## src/rtl/sound_pkg.sv

```systemverilog
`default_nettype none
// ============================================================================
// Module   : sound_pkg
// Purpose  : Shared audio types for the codec receive/transmit/pitch chain.
// Revision : 1.0
// ============================================================================
package sound_pkg;

    localparam int CHANNEL_LENGTH = 16;

    typedef logic signed [CHANNEL_LENGTH-1:0] sample_t;
    typedef logic        [CHANNEL_LENGTH-1:0] mag_t;

    typedef enum logic [0:0] {
        S_ACC = 1'b0,
        S_CMP = 1'b1
    } state_t;

    function automatic mag_t mag_max(input mag_t a, input mag_t b);
        return (a > b) ? a : b;
    endfunction

endpackage
`default_nettype wire

```

## src/rtl/sound_abs_sat.sv

```systemverilog
`default_nettype none
// ============================================================================
// Module   : sound_abs_sat
// Purpose  : Combinational saturated magnitude; -32768 clamps to 32767.
// Revision : 1.0
// ============================================================================
module sound_abs_sat
    import sound_pkg::*;
(
    input  sample_t i_sample,
    output mag_t    o_mag
);

    localparam sample_t c_most_neg = {1'b1, {(CHANNEL_LENGTH-1){1'b0}}};
    localparam mag_t    c_most_pos = {1'b0, {(CHANNEL_LENGTH-1){1'b1}}};

    always_comb begin
        o_mag = mag_t'(i_sample);
        if (i_sample == c_most_neg) begin
            o_mag = c_most_pos;
        end else if (i_sample[CHANNEL_LENGTH-1]) begin
            o_mag = mag_t'(-i_sample);
        end
    end

endmodule
`default_nettype wire

```

## src/rtl/sound_onset_detector.sv

```systemverilog
`default_nettype none
// ============================================================================
// Module   : sound_onset_detector
// Purpose  : Windowed |sample| energy/peak with ratio+threshold onset pulse.
// Revision : 1.0
// ============================================================================
module sound_onset_detector
    import sound_pkg::*;
#(
    parameter int WIN_LOG2    = 8,
    parameter int RATIO_SHIFT = 1,
    parameter int HOLDOFF     = 2,
    parameter int ENERGY_W    = 16 + WIN_LOG2
) (
    input  logic                i_bclk,
    input  logic                i_rst_n,
    input  logic                i_adclrck,
    input  logic [15:0]         i_sound,
    input  logic [ENERGY_W-1:0] i_thresh,
    output logic [ENERGY_W-1:0] o_energy,
    output logic [15:0]         o_peak,
    output logic                o_energy_valid,
    output logic                o_onset
);

    localparam int c_hold_w = (HOLDOFF < 1) ? 1 : $clog2(HOLDOFF + 1);
    localparam int c_cmp_w  = ENERGY_W + RATIO_SHIFT;
    localparam logic [WIN_LOG2-1:0] c_cnt_last = '1;
    localparam logic [c_hold_w-1:0] c_hold_load = c_hold_w'(HOLDOFF);

    logic                r_lr_q;
    logic [ENERGY_W-1:0] r_acc;
    mag_t                r_peak_acc;
    logic [WIN_LOG2-1:0] r_cnt;
    logic [ENERGY_W-1:0] r_cur;
    mag_t                r_pk;
    logic [ENERGY_W-1:0] r_prev;
    logic [c_hold_w-1:0] r_hold;
    state_t              r_state;
    state_t              w_state_next;

    mag_t                w_mag;
    mag_t                w_peak_next;
    logic [ENERGY_W-1:0] w_acc_next;
    logic                w_sample_evt;
    logic                w_close;
    logic [c_cmp_w-1:0]  w_prev_scaled;
    logic                w_onset;

    sound_abs_sat u_abs_sat (
        .i_sample (sample_t'(i_sound)),
        .o_mag    (w_mag)
    );

    // Left word is complete on the rising LR edge; falling edges are ignored.
    assign w_sample_evt  = i_adclrck & ~r_lr_q;
    assign w_close       = w_sample_evt && (r_cnt == c_cnt_last);
    assign w_acc_next    = r_acc + ENERGY_W'(w_mag);
    assign w_peak_next   = mag_max(r_peak_acc, w_mag);
    assign w_prev_scaled = c_cmp_w'(r_prev) << RATIO_SHIFT;
    assign w_onset       = (r_cur > i_thresh)
                        && (c_cmp_w'(r_cur) > w_prev_scaled)
                        && (r_hold == '0);

    always_ff @(posedge i_bclk or negedge i_rst_n) begin
        if (!i_rst_n) begin
            r_lr_q     <= 1'b0;
            r_acc      <= '0;
            r_peak_acc <= '0;
            r_cnt      <= '0;
            r_cur      <= '0;
            r_pk       <= '0;
        end else begin
            r_lr_q <= i_adclrck;
            if (w_close) begin
                r_cur      <= w_acc_next;
                r_pk       <= w_peak_next;
                r_acc      <= '0;
                r_peak_acc <= '0;
                r_cnt      <= '0;
            end else if (w_sample_evt) begin
                r_acc      <= w_acc_next;
                r_peak_acc <= w_peak_next;
                r_cnt      <= r_cnt + 1'b1;
            end
        end
    end

    always_ff @(posedge i_bclk or negedge i_rst_n) begin
        if (!i_rst_n) begin
            r_state <= S_ACC;
        end else begin
            r_state <= w_state_next;
        end
    end

    always_comb begin
        w_state_next = r_state;
        case (r_state)
            S_ACC:   if (w_close) w_state_next = S_CMP;
            S_CMP:   w_state_next = S_ACC;
            default: w_state_next = S_ACC;
        endcase
    end

    // Publish and compare during the single S_CMP cycle after window close.
    always_ff @(posedge i_bclk or negedge i_rst_n) begin
        if (!i_rst_n) begin
            o_energy       <= '0;
            o_peak         <= '0;
            o_energy_valid <= 1'b0;
            o_onset        <= 1'b0;
            r_prev         <= '0;
            r_hold         <= '0;
        end else begin
            o_energy_valid <= 1'b0;
            o_onset        <= 1'b0;
            if (r_state == S_CMP) begin
                o_energy       <= r_cur;
                o_peak         <= r_pk;
                o_energy_valid <= 1'b1;
                o_onset        <= w_onset;
                r_prev         <= r_cur;
                if (w_onset) begin
                    r_hold <= c_hold_load;
                end else if (r_hold != '0) begin
                    r_hold <= r_hold - 1'b1;
                end
            end
        end
    end

endmodule
`default_nettype wire
```

## config.mk

```make
export PLATFORM = sky130hd
export DESIGN_NAME = sound_onset_detector
export DESIGN_NICKNAME = d
export VERILOG_FILES = /design/src/rtl/sound_pkg.sv /design/src/rtl/sound_abs_sat.sv /design/src/rtl/sound_onset_detector.sv
export SDC_FILE = /design/constraint.sdc
export NUM_CORES = 1
export LEC_CHECK = 0
export BUFFER_PORTS_ARGS = -buffer_cell sky130_fd_sc_hd__clkbuf_2
export CAP_MARGIN = 30
export CORE_ASPECT_RATIO = 0.6
export CORE_MARGIN = 2
export CORE_UTILIZATION = 36
export CTS_CLUSTER_SIZE = 40
export DETAILED_ROUTE_END_ITERATION = 16
export GPL_TIMING_DRIVEN = 0
export HOLD_SLACK_MARGIN = 0.05
export PLACE_DENSITY = 0.62
export SLEW_MARGIN = 10
export SYNTH_ARGS = -nofsm -noshare
export SYNTH_HDL_FRONTEND = slang
export SYNTH_SLANG_ARGS = --single-unit
```

## constraint.sdc

```tcl
create_clock -name i_bclk -period 4.7 [get_ports i_bclk]
set_input_delay 0.94 -clock i_bclk [delete_from_list [all_inputs] [get_ports i_bclk]]
set_output_delay 0.94 -clock i_bclk [all_outputs]
set_load 0.005 [all_outputs]
```

==> flow_summary.yaml <==
final_layout:
  design_area_sq_um: 9650
  final_cell_mix: "dfrtp_1 (134), nand2_1 (116), ha_1 (82), clkbuf_2 (82), inv_1 (67)"
  antenna_cells: 0
  syn2layout_area_growth_pct: 17.6
  fin_cells: 1282
  fill_cells: 2146
  layout-drive-gt1-share_pct: 18.7
  mostFrequentLayoutCell: "dfrtp_1"
  multi_input_area_sq_um: 4420
  fin_nets: 1089
  seq_area_sq_um: 3350
clock_tree:
  clock-sinks: 134
  cts_tree: "built"
  clk_pin_slew_ns: 0.06
  clkLatencyLatePin_ns: 0.44
  clock_tree.buffer_depth: 2
  holdBufCountCts: 0
  cts-root-buf: "clkbuf_16"
  cts_resized: 0
  cts_buffers: 17
  cts_max_level: 4
  post-cts-setup-buffer-count: 0
worst_setup_path:
  reg2reg_from: "r_acc[7]"
  cp-startpoint: "i_sound[7]"
  reg2regPathDepth: 8
  crit_path_cell_trace: "clkbuf_2, nor4_4, nand4_1, nor3_1, inv_1, ha_1, nand4_1, a21oi_1, nor2_1, a31oi_4, buf_2, mux2i_1, o21ai_0"
  cp.required_ns: 5.01
  end_kind: "flop"
  critPathBufInv: 3
  critical-path-top-delay-family: "simple AND/OR/NAND/NOR gates"
  cp.depth: 13
  path_class: "primary input to flop"
  critPathMaxStageDelay_ns: 0.85
  cp_common_cell: "nand4_1"
  slowest_stage: "nor3_1"
  arrival_ns: 4.62
  path_max_fanout: 10
  crit_path_start_kind: "primary input"
timing:
  drv_slew: 0
  period_share_pct: 91.8
  fin_hold_ws_ns: 0.413
  rsz0062_at_grt: "false"
  slew_headroom_pct: 33.2
  tightest_slew_ns: 0.995
  clock_skew_ns: 0.0118
  max_freq_mhz: 232
  tns_ns: 0
  finalHoldViolCount: 0
  setup_viol: 0
  finalCriticalPeriod_ns: 4.31
floorplanning:
  initial_core_util_pct: 36.9
  die_area_sq_um: 24100
  coreArea_sq_um: 22200
  io_pins: 85
  rows: 42
  die_w_microns: 199
  die_y_microns: 121
synth:
  ys.flop_type: "dfrtp_1"
  synth.avg_cell_area_sq_um: 9.54
  ys_ff_latch: 134
  postSynth.asyncResetShare_pct: 100
  yosys_warnings: 0
  synth_edf_count: 0
  yosysUniqueCellTypes: 78
  synth-seq-area-share_pct: 40.9
  synthCells: 860
  synth_nets: 986
  syn_area_sq_um: 8210
run_status:
  status: "completed"
grt:
  grt_max_degree: 70
  grt_pass1_wl_microns: 35000
  grt_pass1_vias: 6203
  overflow: 0
  track_usage_pct: 19.3
  antenna_found_initial: 0
routing:
  dr.pass1.iters: 5
  via_per_inst: 5.22
  vias: 6687
  drt_iter0_drc: 548
  ant_nets: 0
  wl_per_cell_microns: 17.3
  drc: 0
  routed_wl_microns: 22200
placed_design:
  gp_congestion: 0.877
  dp_cells: 1252
  io_buffers: 83
  place_area_sq_um: 9040
  dpl.hpwl_microns: 17300
flow_run:
  drv_cap: 0
min_path:
  hold_path_startpoint: "r_state"
  min_delay_path_depth: 0
  hold_class: "flop to flop"
pwr:
  vdd_drop_max_v: 0.000325
  p_per_area_nw_per_um2: 447
  p_leak_nw: 4.66
  power_w: 0.00431
==> cell families (layout without fill, tap and decap cells) <==
| kind of cell | after synthesis | after routing | synth area share [%] |
|---|---|---|---|
| XOR/XNOR | 31 | 31 | 3.31 |
| multiplexers | 34 | 34 | 4.53 |
| AO/OA/AOI/OAI | 225 | 225 | 18.9 |
| flip-flops | 134 | 134 | 40.9 |
| buffers and inverters | 107 | 221 | 5.24 |
| AND/OR/NAND/NOR | 246 | 246 | 14.4 |
| adder cells (fa/ha/maj) | 83 | 83 | 12.7 |
==> registers in the layout, summed over array words and instances, names as in the netlist, 2 cells and up <==
signal / cells
r_prev: 24
o_peak: 16
r_cnt: 8
r_cur: 24
r_hold: 2
r_peak_acc: 16
r_acc: 24
r_pk: 16
==> final timing paths <==
path,end,slack (ns)
min,o_energy_valid,0.41
min in group asynchronous,r_hold[1],0.46
min reg2reg,o_energy_valid,0.41
max in group asynchronous,r_pk[7],3.49
max,r_pk[10],0.39
max reg2reg,r_cur[18],2.03
==> layer usage <==
layer  global-route usage, %  share of wire, %  up-vias
li1                        -                 -     3279
met2                    24.1                37      161
met4                    4.48              0.85        0
met1                    32.0                56     3230
met5                       0                 0        -
met3                    4.39               6.3       17
==> synth_stat cells (3+ instances only) <==
library cell  number  area, sq um
dfrtp_1          134         3350
nand2_1          116          435
ha_1              82         1030
inv_1             67          251
o21ai_0           60          300
a21oi_1           40          200
nor2_1            28          105
a22o_1            25          219
nand3_1           25          125
mux2_2            21          236
clkbuf_1          20         75.1
nand4_1           20          125
xnor2_1           20          175
o21ai_1           17         85.1
mux2i_1           12          120
nor3_1            12         60.1
a21o_1            11         82.6
xor2_1            11         96.3
o31ai_1           10         75.1
inv_2              7         26.3
nor2b_1            7         43.8
o311ai_1           7         61.3
o21a_1             6         45.0
a21boi_0           5         37.5
buf_2              5         25.0
nand2_2            5         31.3
o211ai_1           5         37.5
a21oi_2            4         35.0
and3_1             4         25.0
buf_1              4         15.0
nor2_2             4         25.0
nor4_1             4         25.0
nand2b_1           3         18.8
nand4b_1           3         26.3
o31a_1             3         26.3
==> final cells by class <==
type                    instances  area share [%]
well taps                     308            3.99
clock inverters                11            1.57
plain buffers                  33            1.58
inverters                      74            2.88
flip-flops and latches        134            34.8
multi-input cells             619            45.8
clock buffers                  19            4.69
repair buffers                 84            4.68
==> stage by stage <==
step / utilization, % / setup WS [ns]
6_report: 43.4 / 0.385
2_1_floorplan: - / 0.895
3_3_place_gp: 40.5 / 0.104
5_1_grt: 43.4 / 0.212
4_1_cts: 43.4 / 0.497
3_5_place_dp: 40.7 / 0.0848
==> report_power, final <==
part / total, W / internal (W) / switching [W]
sequential: 0.00144 / 0.00131 / 0.000131
combinational: 0.00148 / 0.000567 / 0.000909
clock: 0.00140 / 0.000858 / 0.000537
==> worst reg2reg max path, delay by kind of cell, from the launching register on <==
family | cells | cell delay, ns
AND/OR/NAND/NOR | 1 | 0.11
adder cells (fa/ha/maj) | 1 | 0.37
XOR/XNOR | 1 | 0.35
flip-flops | 1 | 0.38
AO/OA/AOI/OAI | 5 | 1.32
No activity file was read; power rests on OpenSTA's default activity.
